<file path="config.mk">
export PLATFORM = sky130hd
export DESIGN_NAME = special_counter_decoder
export DESIGN_NICKNAME = d
export VERILOG_FILES = /design/src/rtl/special_counter_decoder.sv
export SDC_FILE = /design/constraint.sdc
export NUM_CORES = 1
export LEC_CHECK = 0
export ABC_AREA = 1
export BUFFER_PORTS_ARGS = -buffer_cell sky130_fd_sc_hd__clkbuf_2
export CORE_MARGIN = 5
export CORE_UTILIZATION = 50
export CTS_BUF_LIST = sky130_fd_sc_hd__clkbuf_4
export DETAILED_ROUTE_END_ITERATION = 10
export PLACE_DENSITY_LB_ADDON = 0.12
export SLEW_MARGIN = 20
export SYNTH_ARGS = -nofsm -noshare
export SYNTH_HDL_FRONTEND = slang
export SYNTH_SLANG_ARGS = --single-unit
</file>
<file path="constraint.sdc">
create_clock -name clk -period 2.67 [get_ports clk]
set_input_delay 0.801 -clock clk [delete_from_list [all_inputs] [get_ports clk]]
set_output_delay 0.801 -clock clk [all_outputs]
set_load 0.02 [all_outputs]
</file>
<file path="src/rtl/special_counter_decoder.sv">
// Receive-side checker for ring/Johnson counter buses: decodes each sample to a
// sequence index, tracks stepping, locks after a run of good steps, tallies errors.
//
// state   | meaning
// --------+-----------------------------------------------------------
// HUNT    | no usable reference index; next legal sample seeds one
// CONFIRM | reference held; counting consecutive correct steps
// LOCKED  | sequence tracked; a wrong step drops back to CONFIRM
module special_counter_decoder #(
    parameter int WIDTH    = 4,
    parameter int MODE     = 1,
    parameter int LOCK_CNT = 2
) (
    input  logic                          clk,
    input  logic                          rst,
    input  logic                          din_valid,
    input  logic [WIDTH-1:0]              din,
    output logic [$clog2(2*WIDTH)-1:0]    idx,
    output logic                          idx_valid,
    output logic                          locked,
    output logic                          err,
    output logic                          wrap,
    output logic [7:0]                    err_cnt
);

    localparam int N    = (MODE == 0) ? WIDTH : 2 * WIDTH;
    localparam int IDXW = $clog2(2 * WIDTH);

    typedef enum logic [1:0] {
        HUNT    = 2'd0,
        CONFIRM = 2'd1,
        LOCKED  = 2'd2
    } state_t;

    state_t            state_q;
    logic [3:0]        match_q;
    logic [IDXW-1:0]   idx_q;
    logic              idx_valid_q;
    logic              locked_q;
    logic              err_q;
    logic              wrap_q;
    logic [7:0]        err_cnt_q;

    logic              legal_d;
    logic [IDXW-1:0]   dec_idx_d;
    logic [IDXW-1:0]   step_idx_d;
    logic              step_ok_d;

    // Code word for sequence index k, built directly from the index rules so
    // legality and decode fall out of one table compare.
    function automatic logic [WIDTH-1:0] code_of(input int k);
        logic [WIDTH-1:0] c;
        c = '0;
        for (int b = 0; b < WIDTH; b++) begin
            if (MODE == 0)
                c[b] = (b == ((WIDTH - k) % WIDTH));
            else if (k <= WIDTH)
                c[b] = (b >= (WIDTH - k));
            else
                c[b] = (b < (2 * WIDTH - k));
        end
        return c;
    endfunction

    always_comb begin
        legal_d   = 1'b0;
        dec_idx_d = '0;
        for (int k = 0; k < N; k++) begin
            if (din == code_of(k)) begin
                legal_d   = 1'b1;
                dec_idx_d = IDXW'(k);
            end
        end
        step_idx_d = (idx_q == IDXW'(N - 1)) ? '0 : idx_q + IDXW'(1);
        step_ok_d  = legal_d && (dec_idx_d == step_idx_d);
    end

    always_ff @(posedge clk) begin
        if (!rst) begin
            state_q     <= HUNT;
            match_q     <= '0;
            idx_q       <= '0;
            idx_valid_q <= 1'b0;
            locked_q    <= 1'b0;
            err_q       <= 1'b0;
            wrap_q      <= 1'b0;
            err_cnt_q   <= '0;
        end else begin
            idx_valid_q <= 1'b0;
            err_q       <= 1'b0;
            wrap_q      <= 1'b0;
            if (din_valid) begin
                if (!legal_d) begin
                    err_q     <= 1'b1;
                    err_cnt_q <= (err_cnt_q == 8'hFF) ? err_cnt_q : err_cnt_q + 8'd1;
                    state_q   <= HUNT;
                    match_q   <= '0;
                    locked_q  <= 1'b0;
                end else begin
                    idx_q       <= dec_idx_d;
                    idx_valid_q <= 1'b1;
                    case (state_q)
                        HUNT: begin
                            state_q <= CONFIRM;
                            match_q <= '0;
                        end
                        CONFIRM: begin
                            if (step_ok_d) begin
                                if (match_q == 4'(LOCK_CNT - 1)) begin
                                    state_q  <= LOCKED;
                                    locked_q <= 1'b1;
                                end
                                match_q <= match_q + 4'd1;
                            end else begin
                                match_q <= '0;
                            end
                        end
                        LOCKED: begin
                            if (step_ok_d) begin
                                wrap_q <= (idx_q == IDXW'(N - 1));
                            end else begin
                                err_q     <= 1'b1;
                                err_cnt_q <= (err_cnt_q == 8'hFF) ? err_cnt_q : err_cnt_q + 8'd1;
                                locked_q  <= 1'b0;
                                state_q   <= CONFIRM;
                                match_q   <= '0;
                            end
                        end
                        default: begin
                            state_q  <= HUNT;
                            match_q  <= '0;
                            locked_q <= 1'b0;
                        end
                    endcase
                end
            end
        end
    end

    assign idx       = idx_q;
    assign idx_valid = idx_valid_q;
    assign locked    = locked_q;
    assign err       = err_q;
    assign wrap      = wrap_q;
    assign err_cnt   = err_cnt_q;

endmodule

</file>
---- Word-level counts from Yosys, hierarchy flattened ----
Index checks and enable logic that the tools add are counted.
cells by class
  add/sub/neg operators ................... 3
  equality and inequality tests ........... 19
  muxes and demuxes ....................... 38
  reduce and logical (&&, ||, !) cells .... 10
operators by type and width
  cell                   count
  $mux W8                4
  $mux W3                7
  $mux W1                17
  $eq A4 B4 Y1 const B   4
  $mux W4                3
  $reduce_and A5 Y1      2
  $ne A3 B3 Y1 const B   3
  $add A8 B1 Y8 const B  1
  $eq A4 B1 Y1 const B   2
  $eq A8 B8 Y1 const B   1
  $mux W2                4
  $pmux W4 S2            1
  $pmux W2 S3            1
  $reduce_and A2 Y1      3
  $add A4 B1 Y4 const B  1
  $eq A4 B2 Y1 const B   1
  $eq A4 B3 Y1 const B   1
  $logic_not A4 Y1       1
  $ne A2 B2 Y1 const B   2
  $reduce_and A4 Y1      1
  $add A3 B1 Y3 const B  1
  $eq A3 B3 Y1           1
  $eq A3 B3 Y1 const B   1
  $pmux W1 S3            1
  6 further kinds        6
word-level totals
  register bits ........................... 21
  input bits .............................. 7
  output and inout bits ................... 15

---- Depth between registers and ports, before layout ----
Gate-level depths: netlist of the first run.
  depth in word-level cells ............... 13
  gate-level depth with buffers ........... 14
  mapped depth without buffers ............ 14

---- Worst setup path before layout of the first run ----
OpenSTA, ideal clock, no wires.
  path kind ............................... input-to-reg
  start point ............................. input port din[2]
  end point ............................... register match_q[2]
  setup time .............................. 119 ps
  data arrival time ....................... 1,745 ps
  data required time ...................... 2,551 ps
  slack ................................... 806 ps
  stages on the path ...................... 12
  cell sequence ........................... inv_1 -> nand2_2 -> nand2_1 -> nand2_1 -> nand2_1 -> nand2_2 -> nor2_4 -> nand3_2 -> nand2_2 -> inv_2 -> o21ai_0 -> a21oi_1
on the way
  word-level cells in the longest chain between the ends .. 13
  elaborated cells between the ends (all ways) .. 30
  those cells by class .................... eq/ne (9); mux (18); reduce/logical (3)
RTL lines
  what                                              line    text
  from (decl)                                       17      input logic [WIDTH-1:0] din,
  $eq A4 B4 Y1 or $logic_not A4 Y1 (tied branches)  69      if (din == code_of(k)) begin
  $mux W1                                           69
  $mux W3 or $mux W1 (tied branches) (6 in series)  69
  $eq A3 B3 Y1 or $mux W1 (tied branches)           75, 69
  $logic_and A1 B1 Y1                               75      step_ok_d = legal_d && (dec_idx_d == step_idx_d);
  $mux W4                                           108     if (step_ok_d) begin
  $pmux W4 S2                                       102     case (state_q)
  $mux W4                                           93      if (!legal_d) begin
  to (signal assigned)                              113     match_q <= match_q + 4'd1;
  to (decl)                                         36      logic [3:0] match_q;
Parallel ways exist; a longest one is shown, timed or not.
A chain may end at the register's enable or synchronous reset.

---- Final worst setup path of the first run ----
  start point ............................. register idx_q[0] (netlist: idx[0])
  end point ............................... register err_cnt_q[0] (netlist: err_cnt[0])
on the way
  word-level cells in the longest chain between the ends .. 6
  elaborated cells between the ends (all ways) .. 7
  those cells by class .................... add/sub (1); eq/ne (3); mux (1); reduce/logical (2)
RTL lines
  what                                           line  text
  from (decl)                                    37    logic [IDXW-1:0] idx_q;
  from (signal assigned)                         100   idx_q <= dec_idx_d;
  $add A3 B1 Y3 or $eq A3 B3 Y1 (tied branches)  74    step_idx_d = (idx_q == IDXW'(N - 1)) ? '0 : idx_q + IDXW'(1);
  $mux W3 *                                      74
  $eq A3 B3 Y1 *                                 75
  $logic_and A1 B1 Y1 *                          75
  $ne A2 B2 Y1 (no line) *                       -
  $reduce_and A3 Y1 (no line) *                  -
  to (signal assigned)                           95    err_cnt_q <= (err_cnt_q == 8'hFF) ? err_cnt_q : err_cnt_q + 8'd1;
  to (signal assigned)                           123   err_cnt_q <= (err_cnt_q == 8'hFF) ? err_cnt_q : err_cnt_q + 8'd1;
  to (decl)                                      42    logic [7:0] err_cnt_q;
Mark *: on every way between the ends. The rest lies on a longest branch, timed or not.

==> results of run 1 <==
[cell usage in the layout (no fill, tap or decap)]
cell type  count
nand3_1       10
nand2_2        8
nor2_2         4
dfxtp_1       21
nor2_4         2
nand3_2        2
clkbuf_2      21
o22ai_1        1
a21oi_1       17
inv_2          4
nand3_4        2
o211ai_1       2
a21oi_4        1
a21oi_2        1
nor3_2         1
ha_1           5
nand4_1        9
clkinv_1       1
clkinv_2       1
xor2_1         5
nor3_1         2
nand2_4        1
a211oi_1       1
o21ai_1        2
nand2_1       36
inv_1         18
nor2_1        13
o21ai_0        4
clkbuf_4       3
xnor2_1        3
o21ai_2        1
[layout make-up]
type                       count  area (sq um)  share of cell area [%]
inverter                      23          86.3                    5.91
sequential                    21           420                    28.8
tap                           30          37.5                    2.57
clock inverter                 1          5.00                   0.342
timing repair buffer          21           105                    7.19
multi-input combinational    133           785                    53.7
clock buffer                   3          22.5                    1.54
[critical path: cells and delay by family (launching register included)]
family,cells,cell delay (ps)
simple gates,6,680
buf+inv,1,50
fa+ha+maj,2,530
xor+xnor,1,180
flops,1,350
[per-layer routing]
metal / track usage [%] / wire length (um) / part of all wire (%) / vias to the layer above
met2: 27.3 / 1270 / 48 / 24
met5: 0 / 0 / 0 / -
met4: 2.79 / 23 / 0.87 / 0
met3: 3.14 / 94 / 3.6 / 4
li1: - / - / - / 640
met1: 20.1 / 1260 / 48 / 539
[metrics by stage]
stage	util (%)	power, uW
global placement	57.4	496
finish	58.5	638
global route	58.5	684
CTS	58.5	653
detailed placement	57.4	499
floorplan	-	464
[logic make-up after synthesis]
| family | after synthesis | share of synthesized area (%) |
|---|---|---|
| AOI/OAI and AO/OA | 30 | 13.6 |
| xor gates and xnor gates | 8 | 5.34 |
| adders and majority gates | 5 | 4.77 |
| buffers and inverters | 26 | 8.11 |
| DFF | 21 | 32.1 |
| and+or+nand+nor | 90 | 36.2 |
[power groups by stage]
stage          Clock, uW  Combinational [uW]  Sequential, uW
2_1_floorplan          0                 109             355
3_3_place_gp           0                 151             344
3_5_place_dp           0                 154             345
4_1_cts              160                 155             338
5_1_grt              172                 173             339
6_report             147                 153             338
[worst max-delay path by stage]
stage | start | to | depth (start not counted)
detailed placement | din[2] | err_cnt[0]$_SDFFE_PN0P_ | 12
global route | idx[0]$_SDFFE_PN0P_ | match_q[1]$_SDFFE_PN0P_ | 11
finish | idx[0]$_SDFFE_PN0P_ | err_cnt[0]$_SDFFE_PN0P_ | 10
floorplan | din[2] | match_q[2]$_SDFFE_PN0P_ | 12
CTS | idx[0]$_SDFFE_PN0P_ | err_cnt[0]$_SDFFE_PN0P_ | 10
global placement | din[2] | err_cnt[0]$_SDFFE_PN0P_ | 12
[sequential cells by signal, summed over array words and instances (netlist names)]
register,count
idx_valid,1
match_q,4
state_q,2
err,1
err_cnt,8
idx,3
wrap,1
locked,1
==> results.md, run 1 <==
* Cell depth of the worst hold path at 2
* Normalized max-slew margin at between 70% and 80%
* Setup crit start kind: flop
* Slowest stage delay, CP at 350 ps
* Setup_tns at 0 ps
* Register share of total power at a little over half
* Net Sw Power at 207 uW
* Sw frac at 32.4%
* First-pass GRT wire length at 4600 um
* DP Area at 1430 sq um
* Top Ports at 22
* DRC errors left at 0
* Final non-filler cell total at 232
* Finished Cell Area at 1460 sq um
* CTS root buffer: clkbuf_4
* Largest net degree at the start of global routing at 13
* Gr ovfl total at 0
* Setup violators final at 0
* Initial Util at 52.5%
* Clk_skew at 3.34 ps
* TritonCTS buffer count at 3
* Leak Pwr at 0.000660 uW
* F_max at 0.526 GHz
* Hold path endpoint: err_cnt[2]$_SDFFE_PN0P_
* Synth warnings at 0
* Setup ws final at ~770 ps
* Syn Nets at approximately 190
* Int Power at 431 uW
* Clk sink count at 21
* Area Growth Syn to Fin at 11.5%
* Leading area contributor after synthesis: dfxtp_1
* Count of buffers from port buffering at 21
* Fin. Hold Viols at 0
* Routability cong. at 0.908
* Measured slew at the worst slew-check pin at 314 ps
* Reg2reg path depth at 10
* TritonCTS clock tree: done
* CTS max path bufs at 2
* EDFF count, synth at 0
* Layout Nets at 215
* Yosys cell types at 31
* Register area share after synthesis at 32.1%
* Die width at 61.2 um
* Critical-path cell list: ha_1 > ha_1 > inv_1 > nand3_1 > nand2_2 > nor2_4 > nand3_4 > nand3_4 > xor2_1 > nor2_2
* Main flop type after synthesis: dfxtp_1
* Max-Cap Viols at 0
* Postcts setup bufs at 0
* Final ANT Viol Nets at 0
* Crit path DAT at 2090 ps
* Crit Path Category: flop to flop
* Post-cts resize count at 0
* Post-synthesis instance total at 180
* CTS H-tree depth at 1
* Post-synth top cells: nand2_1, dfxtp_1, inv_1
* Wire per inst at 11.4 um
* Outcome: complete, no violations
* Fillers at 224
* Yosys top cell area share at 32.1%
* Yosys reg bits at 21
* Pwr per Cell Area at 437 nW/um^2
* Crit path max fanout at 11
* Number of global-route vias before repair at 1132
* VDD IR max at 0.340 mV
* ANT cells at 0
* Main area contributors after synthesis: dfxtp_1, nand2_1, a21oi_1
* Site Rows at 18
* Crit-path slowest cell: dfxtp_1
* Clock share of power at between 20% and 30%
* Combinational Power Share at 24.0%
* Period utilization at ~71%
* Via count at 1207
* Flop-to-flop setup slack at 770 ps
* Post-layout min period at 1900 ps
* Final wirelength at 2650 um
* Vias per inst at 5.20
* Cell area after synthesis at approximately 1300 sq um
* Most numerous cell in the Yosys netlist: nand2_1
* CP required at around 2900 ps
* Initial detailed-routing violation count at 21
* Mapped Avg Cell Area at around 7.3 sq um
* Worst hold start: err_cnt[2]$_SDFFE_PN0P_
* Placed cell count at 228
* FFs w/ async S/R, synth at 0%
* Placed wire-length estimate at 2120 um
* Hold crit path type: flop to flop
* Hold_ws at 489 ps
* Unrepaired setup endpoints after global routing: no
* Core region area at 2500 sq um
* Layout cells sized above 1 at 25.7%
* Reg-to-Reg Start: idx[0]$_SDFFE_PN0P_
* Clock transition at the registers of the reported paths at 120 ps
* Setup crit end kind: flop
* Dpl ws at ~490 ps
* Clk_lat worst skew at 290 ps
* GRT Total Usage at between 10% and 20%
* Chip height at around 61 um
* Fin. max-slew vios at 0
* Cts-stage hold buffer count at 0
* Die Area at 3750 sq um
* Initial antenna violation count at 0
* FF-to-FF End: err_cnt[0]$_SDFFE_PN0P_
* Drt pass-1 iters at 4
Power figures use the tool's default switching activity.
==> inputs of run 2 (changes only) <==
==> constraint.sdc (replaced) <==
create_clock -name clk -period 1.6 [get_ports clk]
set_input_delay 0.48 -clock clk [delete_from_list [all_inputs] [get_ports clk]]
set_output_delay 0.48 -clock clk [all_outputs]
set_load 0.02 [all_outputs]
==> run 2 against run 1 <==
  * The flow now finishes with violations (setup timing)
  * Core utilization grew 14 points
  * First-iteration DRC count increased to 3.8 times the previous value
  * Hold slack is essentially flat
  * Register-to-register slack worse by 960 ps
  * Sequential share of layout area down 5.2 points
  * Highest routed layer unchanged
==> results.md, run 2 (synthesized netlist as in run 1, its figures left out) <==
* TritonCTS clock tree: done
* Final wirelength at 3390 um
* Met3 Track Usage GR at 2.73%
* Via count at 1345
* Outcome: finished, violations left
* Wire per inst at 13.6 um
* CP Buf/Inv Count at 2
* Gr ovfl total at 0
* Int Power at 810 uW
* Cell family contributing the most delay on the critical path: simple AND/OR/NAND/NOR gates
* ANT cells at 0
* Critical-path cell list: ha_4 > ha_4 > inv_2 > nand3_2 > nand2_2 > nor2_4 > nand3_4 > nand3_4 > buf_12 > nand2_4 > a21oi_2
* Setup ws final at -187 ps
* Die width at between 60 and 70 um
* Clk_skew at a little under 5 ps
* Fin. max-slew vios at 0
* Unrepaired setup endpoints after global routing: yes
* Site Rows at 18
* Pwr per Cell Area at between 600 and 700 nW/um^2
* Setup_tns at -2200 ps
* Chip height at around 61 um
* Clk sink count at 21
* CTS max path bufs at 2
* Clock share of power at 23.3%
* Placed wire-length estimate at around 2500 um
* Drt pass-1 iters at 4
* Layout Nets at about 230
* Combinational Power Share at between 30% and 40%
* Initial detailed-routing violation count at 80
* Core region area at approximately 2500 sq um
* Setup violators final at 16
* Slowest stage delay, CP at 370 ps
* Max reg flops at 8
* Most common cell after layout, fill and taps aside: nand2_1
* F_max at 0.560 GHz
* Measured slew at the worst slew-check pin at about 380 ps
* Fillers at 200
* DRC errors left at 0
* Number of global-route vias before repair at 1299
* Final ANT Viol Nets at 0
* TritonCTS buffer count at 3
* CTS root buffer: clkbuf_4
* Register share of total power at 46.0%
* Hold crit path type: flop to flop
* Max-Cap Viols at 0
* Leak Pwr at a little under 0.0008 uW
* Setup crit end kind: flop
* Clock transition at the registers of the reported paths at 120 ps
* Crit path max fanout at 5
* Most frequent cells in the layout: nand2_1, clkbuf_2, dfxtp_1
* Met1 Use GR at 21.9%
* Routability cong. at between 0.8 and 0.9
* Fin. Hold Viols at 0
* GRT Total Usage at 19.7%
* Initial Util at 52.5%
* Area Growth Syn to Fin at 38.6%
* Crit Path Category: flop to flop
* Net Sw Power at 422 uW
* Crit path DAT at 2040 ps
* Failing checks: setup timing
* Vias per inst at 5.38
* Final Util at 72.7%
* Normalized max-slew margin at 74.3%
* VDD IR max at 0.543 mV
* Count of buffers from port buffering at 21
* CP required at 1850 ps
* Initial antenna violation count at 0
* Setup crit start kind: flop
* Post-layout min period at about 1800 ps
* Period utilization at 112%
* Clk_lat worst skew at 310 ps
* Die Area at 3750 sq um
* GR met2 Demand/Resource at a little under two fifths
* Largest net degree at the start of global routing at 12
* CTS H-tree depth at 1
* Sw frac at between 30 and 40%
* First-pass GRT wire length at 5520 um
* Top Ports at 22
* Crit-path slowest cell: dfxtp_4
* Cts-stage hold buffer count at 0
* Busiest metal layer after global routing: met2
* Layout cells sized above 1 at 46.4%
## run 2: cell count changes in the layout (fill, tap and decap cells not counted), moves of 4 or more
| cell | before | now |
|---|---|---|
| a21oi_2 | 1 | 7 |
| nand3_2 | 2 | 6 |
| nand2_2 | 8 | 12 |
| nand2_1 | 36 | 29 |
| a21oi_1 | 17 | 11 |
| buf_4 | 0 | 14 |
| nand3_1 | 10 | 5 |
## run 2: final timing paths
path / from / end / slack, ps / depth (start not counted)
min reg2reg: locked$_SDFFE_PN0P_ / locked$_SDFFE_PN0P_ / 490 / 2
max reg2reg: idx[0]$_SDFFE_PN0P_ / err_cnt[6]$_SDFFE_PN0P_ / -190 / 11
min: locked$_SDFFE_PN0P_ / locked$_SDFFE_PN0P_ / 490 / 2
max: idx[0]$_SDFFE_PN0P_ / err_cnt[6]$_SDFFE_PN0P_ / -190 / 11
## run 2: repair_timing
action | in CTS | in global routing
buffers inserted | 1 | 3
cloned | 0 | 0
endpoints found under the setup margin | 16 | 17
pin swaps | 11 | 4
gates resized for setup | 11 | 25
## run 2: metrics by stage
stage,cell area [sq um],hold WS [ps],setup WS [ps],power [uW],std cells
floorplan,1370,469,-63.5,788,180
global placement,1610,460,-184,889,242
detailed placement,1610,469,-272,898,242
CTS,1690,487,-171,1190,247
global route,1820,529,-276,1300,250
finish,1820,489,-187,1230,250
## run 2: cell type report
class	instances	area (sq um)	area share [%]
multi-input cells	133	952	52.4
clock buffers	4	30.0	1.65
inverters	23	96.3	5.30
well taps	30	37.5	2.06
flip-flops and latches	21	429	23.6
repair buffers	39	273	15.0
## run 2: worst reg2reg max path, cell delays in order, from the launching register on
cell,delay (ps)
dfxtp_4,370
ha_4,160
ha_4,270
inv_2,30
nand3_2,60
nand2_2,60
nor2_4,170
nand3_4,130
nand3_4,160
buf_12,140
nand2_4,40
a21oi_2,130
## run 2: per-layer routing
metal	up-vias	part of all wire, %
li1	673	-
met1	625	41
met2	37	53
met3	10	3.9
met4	0	2.6
met5	-	0
## run 2: power by group through the flow
stage | combinational, uW | sequential, uW | clock, uW
after floorplan | 192 | 595 | 0
after global placement | 313 | 576 | 0
after detailed placement | 322 | 576 | 0
after CTS | 339 | 565 | 290
after global routing | 411 | 570 | 315
final | 378 | 567 | 287
==> inputs of run 3 (changes only) <==
--- a/config.mk
+++ b/config.mk
@@ -7,11 +7,12 @@
 export LEC_CHECK = 0
 export ABC_AREA = 1
 export BUFFER_PORTS_ARGS = -buffer_cell sky130_fd_sc_hd__clkbuf_2
+export CAP_MARGIN = 20
 export CORE_MARGIN = 5
 export CORE_UTILIZATION = 50
 export CTS_BUF_LIST = sky130_fd_sc_hd__clkbuf_4
 export DETAILED_ROUTE_END_ITERATION = 10
-export PLACE_DENSITY_LB_ADDON = 0.12
+export PLACE_DENSITY = 0.72
 export SLEW_MARGIN = 20
 export SYNTH_ARGS = -nofsm -noshare
 export SYNTH_HDL_FRONTEND = slang
==> run 3 against run 2 <==
  * The flow still finishes with violations (setup timing)
  * Flip-flop and latch count unchanged
  * Clock power fell by 10%
  * Cell count is 0.80% higher
  * Via count decreased by 1.6%
  * Hold slack got worse by 12 ps
  * Sequential power hardly changed
  * Design area is 3.4% lower
  * Maximum frequency grew 3.2%
  * Global-route usage shrank 0.70 points
  * Total power decreased by 5.0%
  * Largest cell class unchanged
==> results.md, run 3 (synthesized netlist as in run 1, its figures left out) <==
* Final wirelength at 3110 um
* CTS H-tree depth at 1
* Number of global-route vias before repair at roughly 1300
* Unrepaired setup endpoints after global routing: yes
* Initial detailed-routing violation count at 49
* Placed wire-length estimate at 2390 um
* Setup crit end kind: flop
* Post-layout min period at 1730 ps
* Clk_lat worst skew at 300 ps
* Failing checks: setup timing
* Outcome: finished, violations left
* Setup_tns at -1670 ps
* Setup violators final at 16
* Initial antenna violation count at 0
* Count of buffers from port buffering at 21
* Crit path DAT at 1970 ps
* Layout cells sized above 1 at 43.2%
* Hold crit path type: flop to flop
* Pwr per Cell Area at 667 nW/um^2
* Setup ws final at -131 ps
* Fin. Hold Viols at 0
* Max-Cap Viols at 0
* CTS max path bufs at 2
* Most common cell after layout, fill and taps aside: nand2_1
* Vias per inst at 5.25
* Area Growth Syn to Fin at 33.9%
* Via count at 1324
* Top Ports at 22
* Most frequent cells in the layout: nand2_1, clkbuf_2, dfxtp_1
* Site Rows at 18
* Crit path max fanout at 3
* Routability cong. at 0.845
* Leak Pwr at 0.000780 uW
* Gr ovfl total at 0
* TritonCTS clock tree: done
* Measured slew at the worst slew-check pin at 354 ps
* Die width at 61.2 um
* Final ANT Viol Nets at 0
* TritonCTS buffer count at 3
* Crit Path Category: flop to flop
* Reg2reg path depth at 10
* Period utilization at 108%
* Hold_ws at 477 ps
* Clk_skew at 4.69 ps
* Finished Cell Area at 1760 sq um
* Chip height at 61.2 um
* ANT cells at 0
* CP required at 1840 ps
* F_max at slightly below 0.6 GHz
* Initial Util at 52.5%
* Drt pass-1 iters at 4
* Core region area at 2500 sq um
* Die Area at 3750 sq um
* GRT Total Usage at 19.0%
* Fin. max-slew vios at 0
* DP Area at 1610 sq um
* Clock transition at the registers of the reported paths at 120 ps
* Normalized max-slew margin at between 70 and 80%
* Max reg flops at 8
* Final Util at 70.2%
* Clk sink count at 21
* Layout Nets at 235
* Largest net degree at the start of global routing at 13
* Setup crit start kind: flop
* Dpl ws at -251 ps
* CTS root buffer: clkbuf_4
* VDD IR max at 0.597 mV
* First-pass GRT wire length at 5390 um
* DRC errors left at 0
* Cell depth of the worst hold path at 2
* Wire per inst at 12.3 um
* Cts-stage hold buffer count at 0
==> run 3: critical path, stage by stage, from the launching register on <==
cell     delay, ps
dfxtp_4        370
ha_4           160
ha_4           260
inv_2           30
nand3_2         60
nand2_2         70
nor2_4         170
nand2_2        110
o21ai_4        190
nand3_2        110
a21oi_2        130
==> run 3: path summary, 6_finish.rpt <==
| path | slack, ps | from | end |
|---|---|---|---|
| max | -130 | idx[0]$_SDFFE_PN0P_ | state_q[1]$_SDFFE_PN0P_ |
| min | 480 | locked$_SDFFE_PN0P_ | locked$_SDFFE_PN0P_ |
| max reg2reg | -130 | idx[0]$_SDFFE_PN0P_ | state_q[1]$_SDFFE_PN0P_ |
| min reg2reg | 480 | locked$_SDFFE_PN0P_ | locked$_SDFFE_PN0P_ |
==> run 3: repair_timing <==
item	CTS	global route
resized for setup	10	11
pin swaps	21	9
setup buffers	1	2
cloned	1	0
setup endpoints to repair	16	17
==> run 3: area by class of cell <==
class	count	area, sq um
Multi-Input combinational cell	134	915
Sequential cell	21	429
Tap cell	30	37.5
Fill cell	206	744
Timing Repair Buffer	40	255
Clock buffer	3	22.5
Clock inverter	1	5.00
Inverter	23	91.3
==> run 3: metal layers <==
layer	routed length, um	vias to the layer above	global-route usage, %
li1	-	678	-
met1	1310	614	21.7
met2	1640	30	34.6
met3	144	2	3.14
met4	16	0	8.05
met5	0	-	0
==> run 3: power by group <==
| group | internal, uW | total, uW | switching (uW) |
|---|---|---|---|
| combinational | 134 | 347 | 213 |
| sequential | 545 | 566 | 21.1 |
| clock | 93.2 | 258 | 165 |
| total | 772 | 1170 | 399 |
==> run 3: through the flow <==
step | std cells | total power, uW
after floorplan | 180 | 788
after global placement | 244 | 882
after detailed placement | 244 | 893
after CTS | 250 | 1180
after global routing | 252 | 1260
final | 252 | 1170
